### config.mk
export PLATFORM = sky130hd
export DESIGN_NAME = cbus_arbiter_flat
export DESIGN_NICKNAME = d
export VERILOG_FILES = /design/src/rtl/cbus_arbiter_if.sv /design/src/rtl/cbus_arbiter.sv /design/src/flat_wrapper.sv
export SDC_FILE = /design/constraint.sdc
export NUM_CORES = 1
export LEC_CHECK = 0
export CORE_AREA = 2 2 131 133
export CTS_CLUSTER_DIAMETER = 50
export DETAILED_ROUTE_END_ITERATION = 8
export DIE_AREA = 0 0 133 135
export PLACE_DENSITY = 0.53
export SYNTH_ARGS = -nofsm -noshare
export SYNTH_HDL_FRONTEND = slang
export SYNTH_SLANG_ARGS = --single-unit
### constraint.sdc
create_clock -name clk -period 1.37 [get_ports clk]
set_input_delay 0.137 -clock clk [delete_from_list [all_inputs] [get_ports clk]]
set_output_delay 0.137 -clock clk [all_outputs]
set_load 0.01 [all_outputs]
### src/rtl/cbus_arbiter_if.sv
// Cache-bus request/response types and the arbiter bus bundle.
// master: arbiter view; slave: requesters + memory view.
package cbus_pkg;

  typedef struct packed {
    logic        valid;
    logic        is_write;
    logic [2:0]  size;
    logic [31:0] addr;
    logic [3:0]  strobe;
    logic [31:0] data;
    logic [3:0]  len;
  } cbus_req_t;

  typedef struct packed {
    logic        ready;
    logic        last;
    logic [31:0] data;
  } cbus_resp_t;

endpackage

interface cbus_arbiter_if #(
  parameter int NUM_REQ = 2,
  parameter int IDX_W   = $clog2(NUM_REQ)
);
  import cbus_pkg::*;

  cbus_req_t  [NUM_REQ-1:0] ireqs;
  cbus_resp_t [NUM_REQ-1:0] oresps;
  cbus_req_t                oreq;
  cbus_resp_t               iresp;
  logic                     busy;
  logic [IDX_W-1:0]         grant_idx;

  modport master (
    input  ireqs,
    input  iresp,
    output oresps,
    output oreq,
    output busy,
    output grant_idx
  );

  modport slave (
    output ireqs,
    output iresp,
    input  oresps,
    input  oreq,
    input  busy,
    input  grant_idx
  );

endinterface

### src/rtl/cbus_arbiter.sv
// Shares one cache-bus port between NUM_REQ requesters, one whole
// transaction per grant. Ports: clk, resetn (async low), bus (master).
// Macro CBUS_ARB_FIXED_PRIO_EN: lowest index wins instead of round-robin.
module cbus_arbiter
  import cbus_pkg::*;
#(
  parameter int NUM_REQ = 2,
  parameter int IDX_W   = $clog2(NUM_REQ)
) (
  input  logic            clk,
  input  logic            resetn,
  cbus_arbiter_if.master  bus
);

  typedef enum logic {
    IDLE,
    BUSY
  } state_e;

  state_e           state_q, state_d;
  logic [IDX_W-1:0] grant_idx_q, grant_idx_d;
  logic [IDX_W-1:0] pick;
  logic             found;
  logic             release_ev;

`ifndef CBUS_ARB_FIXED_PRIO_EN
  logic [IDX_W-1:0] rr_ptr_q, rr_ptr_d;
`endif

  // Winner search; only consulted in IDLE, so BUSY never
  // depends on requester valids.
  always_comb begin
    logic [IDX_W-1:0] cand;
    pick  = '0;
    found = 1'b0;
    cand  = '0;
    for (int i = 0; i < NUM_REQ; i++) begin
`ifdef CBUS_ARB_FIXED_PRIO_EN
      cand = IDX_W'(i);
`else
      cand = IDX_W'((int'(rr_ptr_q) + i) % NUM_REQ);
`endif
      if (!found && bus.ireqs[cand].valid) begin
        pick  = cand;
        found = 1'b1;
      end
    end
  end

  assign release_ev = bus.iresp.ready && bus.iresp.last;

  always_comb begin
    state_d     = state_q;
    grant_idx_d = grant_idx_q;
`ifndef CBUS_ARB_FIXED_PRIO_EN
    rr_ptr_d    = rr_ptr_q;
`endif
    unique case (state_q)
      IDLE: begin
        if (found) begin
          state_d     = BUSY;
          grant_idx_d = pick;
        end
      end
      BUSY: begin
        if (release_ev) begin
          state_d  = IDLE;
`ifndef CBUS_ARB_FIXED_PRIO_EN
          rr_ptr_d = (grant_idx_q == IDX_W'(NUM_REQ - 1))
                   ? '0
                   : grant_idx_q + IDX_W'(1);
`endif
        end
      end
      default: state_d = IDLE;
    endcase
  end

  always_ff @(posedge clk or negedge resetn) begin
    if (!resetn) begin
      state_q     <= IDLE;
      grant_idx_q <= '0;
`ifndef CBUS_ARB_FIXED_PRIO_EN
      rr_ptr_q    <= '0;
`endif
    end else begin
      state_q     <= state_d;
      grant_idx_q <= grant_idx_d;
`ifndef CBUS_ARB_FIXED_PRIO_EN
      rr_ptr_q    <= rr_ptr_d;
`endif
    end
  end

  // Data path is pure muxing off registered state, so reset
  // blanks it in the same cycle.
  always_comb begin
    bus.oreq      = '0;
    bus.oresps    = '0;
    bus.busy      = (state_q == BUSY);
    bus.grant_idx = grant_idx_q;
    if (state_q == BUSY) begin
      bus.oreq                = bus.ireqs[grant_idx_q];
      bus.oresps[grant_idx_q] = bus.iresp;
    end
  end

endmodule

### src/flat_wrapper.sv
// flat-port wrapper written by rule: the top's interface ports become plain ports
module cbus_arbiter_flat import cbus_pkg::*;
#(
  parameter int NUM_REQ = 2,
  parameter int IDX_W   = $clog2(NUM_REQ)
)
  (clk, resetn, bus_ireqs, bus_iresp, bus_oresps, bus_oreq, bus_busy, bus_grant_idx);
  cbus_arbiter_if #(.NUM_REQ(NUM_REQ), .IDX_W(IDX_W)) bus_i ();
  input  logic clk;
  input  logic resetn;
  input wire logic [$bits(bus_i.ireqs)-1:0] bus_ireqs;
  input wire logic [$bits(bus_i.iresp)-1:0] bus_iresp;
  output wire logic [$bits(bus_i.oresps)-1:0] bus_oresps;
  output wire logic [$bits(bus_i.oreq)-1:0] bus_oreq;
  output wire logic [$bits(bus_i.busy)-1:0] bus_busy;
  output wire logic [$bits(bus_i.grant_idx)-1:0] bus_grant_idx;
  assign bus_i.ireqs = bus_ireqs;
  assign bus_i.iresp = bus_iresp;
  assign bus_oresps = bus_i.oresps;
  assign bus_oreq = bus_i.oreq;
  assign bus_busy = bus_i.busy;
  assign bus_grant_idx = bus_i.grant_idx;
  cbus_arbiter #(.NUM_REQ(NUM_REQ), .IDX_W(IDX_W)) u_core (.clk(clk), .resetn(resetn), .bus(bus_i));
endmodule
==> flow_summary.toml, run 1 <==
[synth]
synth.avg_cell_area_um2 = 7.54
ys_ff_latch = 3
syn_area_mm2 = 0.00199
syn_inst = 264
netlist_top_cells_area = "mux2i_1 (39%), nor2b_1 (25%), and3_1 (11%)"
synth-compound-area-share_pct = 0.881
yosys-top-cells-count = "nor2b_1 (79), mux2i_1 (78), and3_1 (34)"
synth_area_leader_cell = "mux2i_1"
ys_warn_count = 0
synth_enable_flop_cells = 0
yosys.cell_types.count = 18
synthMuxAreaShare_pct = 39.2
synthFlopType = "dfrtp_1"
synth-seq-area-share_pct = 3.77
yosys.area_share.xor_xnor_pct = 0
synth_top_family_by_area = "simple AND/OR/NAND/NOR gates"
synthArstFlopShare_pct = 100
syn_nets = 454
yosys.area.top_type_share_pct = 39.2
synthSimpleGateAreaFrac_pct = 47.1
yosys.area_share.adder_pct = 0
synth.most_common_cell = "nor2b_1"

[final_layout]
multi_input_area_mm2 = 0.00183
drive_gt1_share_pct = 34.1
num_antenna_cells = 0
synthToLayoutAreaGrowth_pct = 192
fillers = 1703
finalNetCount = 815
design_area_mm2 = 0.00582
fin_util_pct = 35.5
regArea_um2 = 80.1

[floorplanning]
row_count = 47
pin_count = 337
initial_core_util_pct = 12.1
dieArea_mm2 = 0.0180
die_w_um = 133
core-area_mm2 = 0.0164
fp.dieH_um = 135

[clock_tree]
cts_buffer_depth = 2
ctsHoldBuffers = 0
cts.sinks = 3
cts_root_buf = "clkbuf_16"
path_clk_slew_ns = 0.03
clk-insertion-delay-late_ns = 0.22
cts_tree = "done"
htree_levels = 1
cts-buffers-inserted = 3

[place]
dp_hpwl_um = 9940
place_area_mm2 = 0.00565
io_buffer_count = 336
gp_congestion = 0.865

[grt]
grt_pass1_vias = 3423
grt_util_all_layers_pct = 13.6
grt_max_degree = 39
grt_remaining_overflow = 0
antenna_found_initial = 0
grt_pass1_wl_um = 19300

[sta]
setup-tns-final_ns = -34.55
finalHoldViolCount = 0
fin_skew_ns = 0.000352
max_slew_margin_pct = 85.9
period_share_pct = 135
clock.fmax_ghz = 0.542
setup_slack_ns = -0.475
rsz0062_at_grt = "true"
setup_violations = 147
period_minus_slack_ns = 1.85
worstMarginPinSlew_ns = 0.208
maxSlewViolCount = 0

[setup_path]
cp_slowest_stage_delay_ns = 0.53
cp_max_fo = 8
r2r_start = "u_core.bus.busy$_DFF_PN0_"
r2r_end = "u_core.bus.grant_idx$_DFFE_PN0P_"
cp-end-kind = "output pin"
slowest_stage = "dfrtp_4"
required_ns = 1.23
crit_chain = "buf_6 -> and2b_2 -> buf_6 -> buf_12 -> buf_6 -> and2_4 -> buf_6"
crit_top_cell = "buf_6"
crit_type = "reg -> out"
ff2ff_path_depth = 4
setup.worst_path.start_class = "flop"
r2r_slack_ns = 0.13
cp.arrival_ns = 1.71

[detailed_routing]
drc = 0
drt_pass1_iterations = 4
dr_wl_met2_um = 7280
drtIter0Drc = 54
via_count = 3308
top_layer_used = "met4"
ant_nets = 0
detail_route.wl_per_cell_um = 16.2
wl_met3_um = 1180
avgViaCountPerCell = 3.92
wl_um = 13700
met1_length_um = 5090

[outcome]
failed_checks = "setup timing"
status = "finished, violations left"

[pwr]
ir_drop_v = 0.000336
cellPowerDensity_mw_per_mm2 = 911
p_leak_uw = 0.00292

[flow_run]
maxCapViolCount = 0

[worst_hold_path]
hold_class = "in -> async"
[worst max-delay path by stage]
stage                                                 from  depth (start not counted)  slack [ns]        endpoint
after floorplan           u_core.bus.grant_idx$_DFFE_PN0P_                          5        0.09    bus_oreq[45]
after global placement    u_core.bus.grant_idx$_DFFE_PN0P_                          4       -0.41  bus_oresps[29]
after detailed placement  u_core.bus.grant_idx$_DFFE_PN0P_                          4       -0.43  bus_oresps[29]
after CTS                 u_core.bus.grant_idx$_DFFE_PN0P_                          7       -0.54  bus_oresps[14]
after global routing      u_core.bus.grant_idx$_DFFE_PN0P_                          7       -0.52   bus_oresps[6]
final                     u_core.bus.grant_idx$_DFFE_PN0P_                          7       -0.48  bus_oresps[10]
[worst max-delay path: cells and delay by family (launching register included)]
kind                   cells  cell delay, ns
buffers and inverters      5            0.58
DFF                        1            0.53
and+or+nand+nor            2            0.37
[placed cells by master, fill, tap and decap left out, drive strengths merged, types with 2 or more instances in the layout]
| cell type | synthesis | layout |
|---|---|---|
| mux2i | 78 | 78 |
| clkdlybuf4s50 | 0 | 189 |
| clkdlybuf4s15 | 0 | 2 |
| dlygate4sd2 | 0 | 9 |
| nor2b | 79 | 79 |
| dlymetal6s2s | 0 | 4 |
| dfrtp | 3 | 3 |
| and3 | 34 | 34 |
| and2 | 33 | 33 |
| clkbuf | 16 | 31 |
| buf | 13 | 153 |
| nand2 | 2 | 2 |
[what timing repair did]
item                                    4_1_cts  5_1_grt
gates resized for setup                     462      147
cloned                                        6        2
endpoints found under the hold margin         0        0
buffers inserted                             23        6
endpoints found under the setup margin      147      148
pin swaps                                     0        8
[layout make-up]
type | count | share of cell area (%)
flip-flops and latches | 3 | 1.38
inverters | 1 | 0.0645
clock buffers | 4 | 1.35
multi-input cells | 231 | 31.4
well taps | 220 | 4.73
repair buffers | 385 | 61.0
[through the flow]
| stage | setup WS [ns] | hold WS [ns] | std cells | total power [µW] |
|---|---|---|---|---|
| after floorplan | 0.0874 | -0.159 | 264 | 2130 |
| after global placement | -0.412 | 0.340 | 807 | 4530 |
| after detailed placement | -0.435 | 0.340 | 807 | 4550 |
| after CTS | -0.537 | 0.108 | 840 | 5230 |
| after global routing | -0.518 | 0.124 | 844 | 5640 |
| final | -0.475 | 0.110 | 844 | 5300 |
[sequential cells by signal, indices dropped and copies added, names as in the netlist]
| register | flops |
|---|---|
| u_core.bus.grant_idx | 1 |
| u_core.rr_ptr_q | 1 |
| u_core.bus.busy | 1 |
[power breakdown]
part / internal (µW) / leakage (µW) / switching, µW
combinational: 2710 / 0.00285 / 1970
sequential: 120 / 0.0000320 / 43.3
clock: 384 / 0.0000382 / 76.2
[kinds of logic (layout without fill, tap and decap cells)]
family / count (synthesis) / in the layout
flip-flops: 3 / 3
AND/OR/NAND/NOR: 151 / 151
AO/OA/AOI/OAI: 2 / 2
multiplexers: 78 / 78
buffers and inverters: 30 / 390
[metal layers]
layer	track usage, %	vias to the layer above
met4	1.61	0
met5	0	-
met1	15.1	1496
met2	26.4	184
li1	-	1616
met3	3.68	12
No activity file was read; power rests on OpenSTA's default activity.
==> run 2, diff against run 1 <==
==> constraint.sdc (replaced) <==
create_clock -name clk -period 1.37 [get_ports clk]
set_input_delay 0.137 -clock clk [delete_from_list [all_inputs] [get_ports clk]]
set_output_delay 0.137 -clock clk [all_outputs]
set_load 0.1 [all_outputs]
==> flow_summary.toml, run 2 (synthesized netlist as in run 1, its figures left out) <==
[sta]
clock.fmax_ghz = 0.572
worstMarginPinSlew_ns = 0.293
finalHoldViolCount = 0
maxSlewViolCount = 0
rsz0062_at_grt = "true"
fin_skew_ns = 0.00156
setup_violations = 146
period_share_pct = 128
max_slew_margin_pct = 79.9
setup_slack_ns = -0.377
period_minus_slack_ns = 1.75

[final_layout]
fin_cells = 837
synthToLayoutAreaGrowth_pct = 349
layout_common_cells = "clkdlybuf4s50_1 (189), buf_12 (153), nor2b_4 (77)"
num_antenna_cells = 0
finalNetCount = 808
drive_gt1_share_pct = 66.0
layout_commonest_cell = "clkdlybuf4s50_1"
fin_util_pct = 54.4

[clock_tree]
cts.sinks = 3
cts_buffer_depth = 2
htree_levels = 1
cts_root_buf = "clkbuf_16"
clk-insertion-delay-late_ns = 0.22
cts_tree = "done"
path_clk_slew_ns = 0.03
cts-buffers-inserted = 3

[floorplanning]
dieArea_mm2 = 0.0180
fp.dieH_um = 135
pin_count = 337
core-area_mm2 = 0.0164
die_w_um = 133
initial_core_util_pct = 12.1
row_count = 47

[detailed_routing]
drc = 0
avgViaCountPerCell = 4.03
wl_um = 15200
drt_pass1_iterations = 4
via_count = 3369
drtIter0Drc = 58
ant_nets = 0
detail_route.wl_per_cell_um = 18.2

[grt]
antenna_found_initial = 0
grt_pass1_vias = 3646
grt_remaining_overflow = 0
grt_max_degree = 42
grt_util_all_layers_pct = 15.5
grt_pass1_wl_um = 21800

[setup_path]
setup.worst_path.start_class = "flop"
endpoint = "bus_oreq[13]"
startpoint = "u_core.bus.grant_idx$_DFFE_PN0P_"
crit_type = "reg -> out"
r2r_end = "u_core.rr_ptr_q$_DFFE_PN0P_"
cp.arrival_ns = 1.61
r2r_slack_ns = 0.08
required_ns = 1.23
ff2ff_path_depth = 4
cp_max_fo = 5
r2r_start = "u_core.bus.busy$_DFF_PN0_"
cp-end-kind = "output pin"

[outcome]
status = "finished, violations left"
failed_checks = "setup timing"

[pwr]
p_int_uw = 6370
switching_power_uw = 8230
p_seq_share_pct = 1.2
ir_drop_v = 0.000775
cellPowerDensity_mw_per_mm2 = 1640
switching_share_pct = 56.4
power_frac_comb_pct = 95.6
p_leak_uw = 0.00397
clkPwrFrac_pct = 3.2
total_power_uw = 14600

[place]
dp_hpwl_um = 11200
io_buffer_count = 336
gp_congestion = 0.820
dp.cells = 809

[worst_hold_path]
hold_class = "in -> async"

[flow_run]
maxCapViolCount = 0
-- run 2: repair_timing --
action	CTS	global route
gates cloned	8	6
pin swaps	6	4
endpoints found under the setup margin	145	147
gates resized for setup	75	19
setup buffers	9	1
hold buffers	0	0
-- run 2: area by class of cell --
cell class,instances,area (µm²)
fillers,1301,7480
multi-input cells,231,2850
inverters,1,3.75
well taps,220,275
flip-flops and latches,3,82.6
clock buffers,4,78.8
repair buffers,378,5640
-- run 2: worst min-delay path by stage --
stage / from / to / slack, ns / cells after the start
after detailed placement: resetn / u_core.rr_ptr_q$_DFFE_PN0P_ / 0.34 / 1
after global routing: resetn / u_core.bus.busy$_DFF_PN0_ / 0.11 / 1
after floorplan: resetn / u_core.rr_ptr_q$_DFFE_PN0P_ / -0.16 / 0
after global placement: resetn / u_core.bus.busy$_DFF_PN0_ / 0.33 / 1
after CTS: resetn / u_core.bus.busy$_DFF_PN0_ / 0.10 / 1
final: resetn / u_core.rr_ptr_q$_DFFE_PN0P_ / 0.1 / 1
-- run 2: power by group through the flow --
stage | registers, µW | logic, µW | clock network [µW]
floorplan | 219 | 8330 | 0
global placement | 155 | 12800 | 0
detailed placement | 157 | 12800 | 0
CTS | 161 | 13700 | 469
global route | 179 | 14300 | 477
finish | 172 | 14000 | 464
-- run 2: critical path: stages, from the launching register on --
cell and delay, ns:
dfrtp_4 0.54, buf_12 0.18, buf_16 0.15, mux2i_4 0.19
nor2b_4 0.13, buf_12 0.18
-- run 2: metrics by stage --
| step | setup WS [ns] | cell area [µm²] | hold slack [ns] | TNS (ns) |
|---|---|---|---|---|
| after floorplan | -0.493 | 2930 | -0.159 | -52.41 |
| after global placement | -0.112 | 8010 | 0.329 | -6.62 |
| after detailed placement | -0.160 | 8010 | 0.336 | -9.04 |
| after CTS | -0.357 | 8690 | 0.101 | -43.05 |
| after global routing | -0.413 | 8930 | 0.112 | -50.01 |
| final | -0.377 | 8930 | 0.0990 | -43.87 |
-- run 2: per-layer routing --
layer  track usage (%)  routed length [µm]  part of all wire (%)
met5                 0                   0                     0
met3              4.24                1310                   8.6
met4              2.57                 177                   1.2
met1              17.6                5700                    37
met2              29.4                8040                    53
